## src/rtl/mpi_eth_stimulator.sv

```systemverilog
// MPI-over-Ethernet traffic generator and reply checker: sends NUM_PKTS tagged
// messages on a 64-bit AXI-Stream and checks each loopback reply beat by beat.
module mpi_eth_stimulator #(
    parameter int unsigned NUM_PKTS      = 4,
    parameter int unsigned PAYLOAD_BYTES = 60,
    parameter logic [7:0]  SRC_RANK      = 8'h01,
    parameter logic [7:0]  DEST_RANK     = 8'h02,
    parameter int unsigned START_DELAY   = 16,
    parameter int unsigned GAP_CYCLES    = 4,
    parameter bit          RX_THROTTLE   = 1'b0,
    parameter int unsigned TIMEOUT       = 4096
) (
    input  logic        clk,
    input  logic        aux_resetn,
    output logic [63:0] stream_out_DATA,
    output logic [7:0]  stream_out_KEEP,
    output logic        stream_out_LAST,
    output logic        stream_out_VALID,
    input  logic        stream_out_READY,
    input  logic [63:0] stream_in_DATA,
    input  logic [7:0]  stream_in_KEEP,
    input  logic        stream_in_LAST,
    input  logic        stream_in_VALID,
    output logic        stream_in_READY,
    output logic        done,
    output logic        pass,
    output logic [15:0] err_count,
    output logic [15:0] rx_pkt_count
);

    localparam int unsigned NUM_BEATS = (PAYLOAD_BYTES + 7) / 8;
    localparam int unsigned REM_BYTES = PAYLOAD_BYTES % 8;
    localparam logic [7:0]  LAST_KEEP = (REM_BYTES == 0) ? 8'hFF : 8'((1 << REM_BYTES) - 1);

    typedef enum logic [2:0] {S_WAIT, S_HDR, S_PAY, S_GAP, S_TXDONE} tx_state_t;

    tx_state_t   state_q, state_d;
    logic [31:0] cnt_q, cnt_d;
    logic [15:0] tag_q, tag_d;
    logic [15:0] beat_q, beat_d;
    logic        en_q, en_d;
    logic [1:0]  thr_q, thr_d;
    logic [15:0] rx_beat_q, rx_beat_d;
    logic        resync_q, resync_d;
    logic [15:0] err_q, err_d;
    logic [15:0] pkt_q, pkt_d;
    logic        done_q, done_d;
    logic        timed_out_q, timed_out_d;
    logic        pass_q, pass_d;

    logic        timeout_hit;
    logic        rx_fire;
    logic        beat_err;
    logic        exp_last;
    logic [63:0] exp_data;
    logic [7:0]  exp_keep;

    // TX sequencer; beat contents decode straight from registered state so
    // they cannot change while a stalled beat waits for READY.
    always_comb begin
        state_d          = state_q;
        cnt_d            = cnt_q;
        tag_d            = tag_q;
        beat_d           = beat_q;
        stream_out_DATA  = '0;
        stream_out_KEEP  = '0;
        stream_out_LAST  = 1'b0;
        stream_out_VALID = 1'b0;
        case (state_q)
            S_WAIT, S_GAP: begin
                if (cnt_q + 32'd1 >= ((state_q == S_WAIT) ? START_DELAY : GAP_CYCLES)) begin
                    state_d = S_HDR;
                    cnt_d   = '0;
                end else begin
                    cnt_d = cnt_q + 32'd1;
                end
            end
            S_HDR: begin
                stream_out_VALID = 1'b1;
                stream_out_KEEP  = 8'hFF;
                stream_out_DATA  = {DEST_RANK, SRC_RANK, 16'(PAYLOAD_BYTES), tag_q, 16'hA5A5};
                if (stream_out_READY) begin
                    state_d = S_PAY;
                    beat_d  = '0;
                end
            end
            S_PAY: begin
                stream_out_VALID = 1'b1;
                stream_out_LAST  = (beat_q == 16'(NUM_BEATS - 1));
                stream_out_KEEP  = stream_out_LAST ? LAST_KEEP : 8'hFF;
                stream_out_DATA  = {16'hDA7A, tag_q, 16'h0000, beat_q};
                if (stream_out_READY) begin
                    if (stream_out_LAST) begin
                        beat_d = '0;
                        cnt_d  = '0;
                        if (tag_q == 16'(NUM_PKTS - 1)) begin
                            state_d = S_TXDONE;
                        end else begin
                            state_d = S_GAP;
                            tag_d   = tag_q + 16'd1;
                        end
                    end else begin
                        beat_d = beat_q + 16'd1;
                    end
                end
            end
            S_TXDONE: begin
                if (!done_q) cnt_d = cnt_q + 32'd1;
            end
            default: state_d = S_WAIT;
        endcase
    end

    assign timeout_hit     = (state_q == S_TXDONE) && !done_q && (cnt_q + 32'd1 >= TIMEOUT);
    assign stream_in_READY = en_q & ~(RX_THROTTLE & (thr_q == 2'd3));
    assign rx_fire         = stream_in_VALID & stream_in_READY;

    // Reply checker; rx_beat_q = 0 is the header, k > 0 is payload beat k-1.
    always_comb begin
        en_d        = 1'b1;
        thr_d       = thr_q + 2'd1;
        rx_beat_d   = rx_beat_q;
        resync_d    = resync_q;
        err_d       = err_q;
        pkt_d       = pkt_q;
        beat_err    = 1'b0;
        exp_last    = (rx_beat_q == 16'(NUM_BEATS));
        exp_keep    = 8'hFF;
        exp_data    = {SRC_RANK, DEST_RANK, 16'(PAYLOAD_BYTES), pkt_q, 16'hA5A5};
        if (rx_beat_q != 16'd0) begin
            exp_data = {16'hDA7A, pkt_q, 16'h0000, 16'(rx_beat_q - 16'd1)};
            exp_keep = exp_last ? LAST_KEEP : 8'hFF;
        end
        if (rx_fire) begin
            if (done_q) begin
                beat_err = 1'b1;
            end else if (resync_q) begin
                if (stream_in_LAST) begin
                    resync_d  = 1'b0;
                    rx_beat_d = '0;
                end
            end else begin
                beat_err = (stream_in_DATA != exp_data) || (stream_in_KEEP != exp_keep) ||
                           (stream_in_LAST != exp_last);
                if (stream_in_LAST) begin
                    rx_beat_d = '0;
                end else if (exp_last) begin
                    resync_d  = 1'b1;
                    rx_beat_d = '0;
                end else begin
                    rx_beat_d = rx_beat_q + 16'd1;
                end
            end
            if (stream_in_LAST) pkt_d = pkt_q + 16'd1;
        end
        if (beat_err && (err_q != 16'hFFFF)) err_d = err_q + 16'd1;
        done_d      = done_q | (pkt_d == 16'(NUM_PKTS)) | timeout_hit;
        timed_out_d = timed_out_q | (timeout_hit & (pkt_d != 16'(NUM_PKTS)));
        pass_d      = done_d & ~timed_out_d & (err_d == 16'd0);
    end

    always_ff @(posedge clk or negedge aux_resetn) begin
        if (!aux_resetn) begin
            state_q     <= S_WAIT;
            cnt_q       <= '0;
            tag_q       <= '0;
            beat_q      <= '0;
            en_q        <= 1'b0;
            thr_q       <= '0;
            rx_beat_q   <= '0;
            resync_q    <= 1'b0;
            err_q       <= '0;
            pkt_q       <= '0;
            done_q      <= 1'b0;
            timed_out_q <= 1'b0;
            pass_q      <= 1'b0;
        end else begin
            state_q     <= state_d;
            cnt_q       <= cnt_d;
            tag_q       <= tag_d;
            beat_q      <= beat_d;
            en_q        <= en_d;
            thr_q       <= thr_d;
            rx_beat_q   <= rx_beat_d;
            resync_q    <= resync_d;
            err_q       <= err_d;
            pkt_q       <= pkt_d;
            done_q      <= done_d;
            timed_out_q <= timed_out_d;
            pass_q      <= pass_d;
        end
    end

    assign done         = done_q;
    assign pass         = pass_q;
    assign err_count    = err_q;
    assign rx_pkt_count = pkt_q;

endmodule

```

## config.mk

```make
export PLATFORM = sky130hd
export DESIGN_NAME = mpi_eth_stimulator
export DESIGN_NICKNAME = d
export VERILOG_FILES = /design/src/rtl/mpi_eth_stimulator.sv
export SDC_FILE = /design/constraint.sdc
export NUM_CORES = 1
export LEC_CHECK = 0
export CORE_ASPECT_RATIO = 1.4
export CORE_MARGIN = 1.5
export CORE_UTILIZATION = 53
export DETAILED_ROUTE_END_ITERATION = 10
export GPL_ROUTABILITY_DRIVEN = 0
export MAX_ROUTING_LAYER = met4
export PLACE_DENSITY = 0.81
export SKIP_LAST_GASP = 1
export SYNTH_ARGS = -nofsm -noshare
export SYNTH_HDL_FRONTEND = slang
export SYNTH_SLANG_ARGS = --single-unit
export TNS_END_PERCENT = 10
```

## constraint.sdc

```tcl
create_clock -name clk -period 4.64 [get_ports clk]
set_input_delay 1.392 -clock clk [delete_from_list [all_inputs] [get_ports clk]]
set_output_delay 1.392 -clock clk [all_outputs]
set_load 0.01 [all_outputs]
```

==> results.ini <==
[critical_path]
cp-startpoint=stream_in_LAST
r2r_cells=16
rrSetupSlack_ps=280
worstSetupStartpointType=primary input
crit_arrival_ps=4820
r2r-start=rx_beat_q[0]
cp_top_family=simple AND/OR/NAND/NOR gates
crit_path_max_fanout=4
r2r-end=pass
crit_type=primary input to flip-flop
crit_chain=clkdlybuf4s50_1 -> inv_1 -> ha_1 -> nor4bb_2 -> nand4_1 -> a21oi_2 -> o2111ai_2 -> or4_4 -> nor4_4 -> buf_4 -> nor3_1 -> xor2_1 -> or4_4 -> nor4_2
path_buf_inv=3
crit_slowest_cell=or4_4
critical_path_required_ps=4970
crit_top_cell=or4_4
endpoint_kind=flip-flop
cp.depth=14
critPathMaxStageDelay_ps=500

[yosys]
synth_top_area_share_pct=33.4
ys_ff_latch=120
synthesis.area_mm2=0.00898
yosysMostFrequentCell=nand2_1
synth_top_area_cell=dfrtp_1
synthCells=1110
synth_seq_area_share_pct=33.4
synth_area_leaders=dfrtp_1 (33%), nand2_1 (5.1%), xnor2_1 (4.7%)
synth_edf_count=0
yosysWarnings=0
synthArstFlopShare_pct=100
synth.distinct_cells=78
netlist_top_cells_count=nand2_1 (123), dfrtp_1 (120), o21ai_0 (78), nand3_1 (72), nor2_1 (68)
avgSynthCellArea_um2=8.09
synthFlopType=dfrtp_1

[route]
num_vias=9240
routed_wl_mm=27.8
ant_nets=0
drtPass1Iterations=5
wire_per_inst_um=18.8
viasPerCell=6.23
drcViolationCount=0
drtIter0Drc=615

[cts]
cts_buffer_depth=2
h-tree-depth=4
cts_buffers=17
postCtsHoldBufs=0
post-cts-setup-buffer-count=0
clock_latency_ps=420
path_clk_slew_ps=50
cts_resized=0
cts_num_sinks=120
cts-root-buf=clkbuf_16
cts_tree=yes

[hold_path]
hold_end=timed_out_q
hp-start=timed_out_q
hold_class=flip-flop to flip-flop
whs_path_depth=1

[power]
finalPower_mw=3.10
power_frac_clock_pct=44.5
irDropWorstVdd_mv=0.209
intPower_mw=2.28
p_seq_share_pct=39.5
power_density_mw_per_mm2=267
combPwrFrac_pct=16.0
cellLeakagePower_nw=4.84
switchingPower_mw=0.816
p_sw_share_pct=26.3

[floorplanning]
start_util_pct=53.8
dieArea_mm2=0.0177
die_h_um=157
rows=56
core_area_mm2=0.0167
pin_count=186
die_x_um=113

[placement]
port-buffer-count=180
dp_hpwl_mm=20.4

[timing]
tightestPinTransition_ps=832
drv_slew=0
layout_min_cycle_time_ps=4490
timing_hold_violations_final=0
whs_ps=495
max_slew_margin_pct=44.1
fmax_ghz=0.223
fin_worst_skew_ps=7.39
report.final.setup_viol=0
fin_crit_sh_pct=96.8

[job]
maxCapViolations=0

[grt]
grt_pass1_vias=8958
grt.overflow.total=0
use_met1_pct=35.1
gr-max-usage-layer=met2
grt_usage_pct=32.4
grt_max_degree=64
grt_pass1_wl_mm=44.8
grt.met3_usage_pct=6.01
grt_use_met2_pct=56.8
grt_antenna_before_repair=0

[layout]
area_growth_pct=29.4
layout.nets=1356
n_antenna_cell=0
nFillCells=1308
drive_above_1_share_pct=8.29

[outcome]
outcome=finished, final reports clean

## worst max-delay path by stage
stage	slack, ps	to
after floorplan	280	pass
after global placement	-300	pass
after detailed placement	-330	pass
after CTS	100	pass
after global routing	-10	pass
final	150	pass
## state kept, by name, summed over array words and instances (netlist names)
name             count
done                 1
state_q              3
rx_pkt_count        16
tag_q               16
pass                 1
stream_in_READY      1
err_count           16
beat_q              16
cnt_q               32
rx_beat_q           16
resync_q             1
timed_out_q          1
## layout by cell type (no fill, tap or decap), types with 9 or more instances in the layout
cell	instances
a21o_1	18
a21oi_1	27
a22o_1	10
a31oi_1	15
and2_1	25
and3_1	49
buf_4	44
clkbuf_16	17
clkdlybuf4s50_1	176
dfrtp_1	120
ha_1	12
inv_1	36
nand2_1	123
nand2b_1	10
nand3_1	72
nand4_1	31
nor2_1	68
nor3_1	36
nor4_1	17
o21ai_0	77
o22ai_1	9
o31ai_1	21
or3_1	13
or4_1	9
xnor2_1	48
xor2_1	36
## through the flow
step	utilization (%)	area, um2	TNS [ps]	std cells	setup WS, ps
2_1_floorplan	-	8990	0	1114	282
6_report	69.7	11600	0	1482	149
3_5_place_dp	65.6	10900	-514	1451	-330
4_1_cts	69.3	11600	0	1482	105
3_3_place_gp	65.6	10900	-422	1451	-304
5_1_grt	69.7	11600	-15.0	1482	-15.0
## kinds of logic (layout without fill, tap and decap cells)
family / count (synthesis) / in the layout / share of synthesized area, %
buf+inv: 126 / 291 / 6.49
xor+xnor: 84 / 84 / 8.19
mux: 12 / 12 / 1.48
fa+ha+maj: 12 / 12 / 1.67
simple gates: 512 / 512 / 30.7
compound gates: 242 / 242 / 18.0
other cells: 2 / 6 / 0.0836
flops: 120 / 120 / 33.4
## layer usage
metal	vias up	part of all wire, %
met5	-	0
met4	0	4.5
met3	105	6.5
met2	404	52
met1	4394	37
li1	4337	-
## layout make-up
class	instances	area, um2	share of cell area (%)
multi-input combinational	868	5460	47.0
sequential	120	3000	25.9
timing repair buffer	224	2150	18.5
clock buffer	23	468	4.03
tap	203	254	2.19
clock inverter	8	145	1.25
inverter	36	135	1.16
## power by group through the flow
stage,Clock (mW),Combinational (mW),Sequential (mW)
after detailed placement,0,0.487,1.24
after global routing,1.44,0.539,1.23
after floorplan,0,0.255,1.19
final,1.38,0.497,1.23
after CTS,1.40,0.488,1.22
after global placement,0,0.474,1.23
Power figures use the tool's default switching activity.
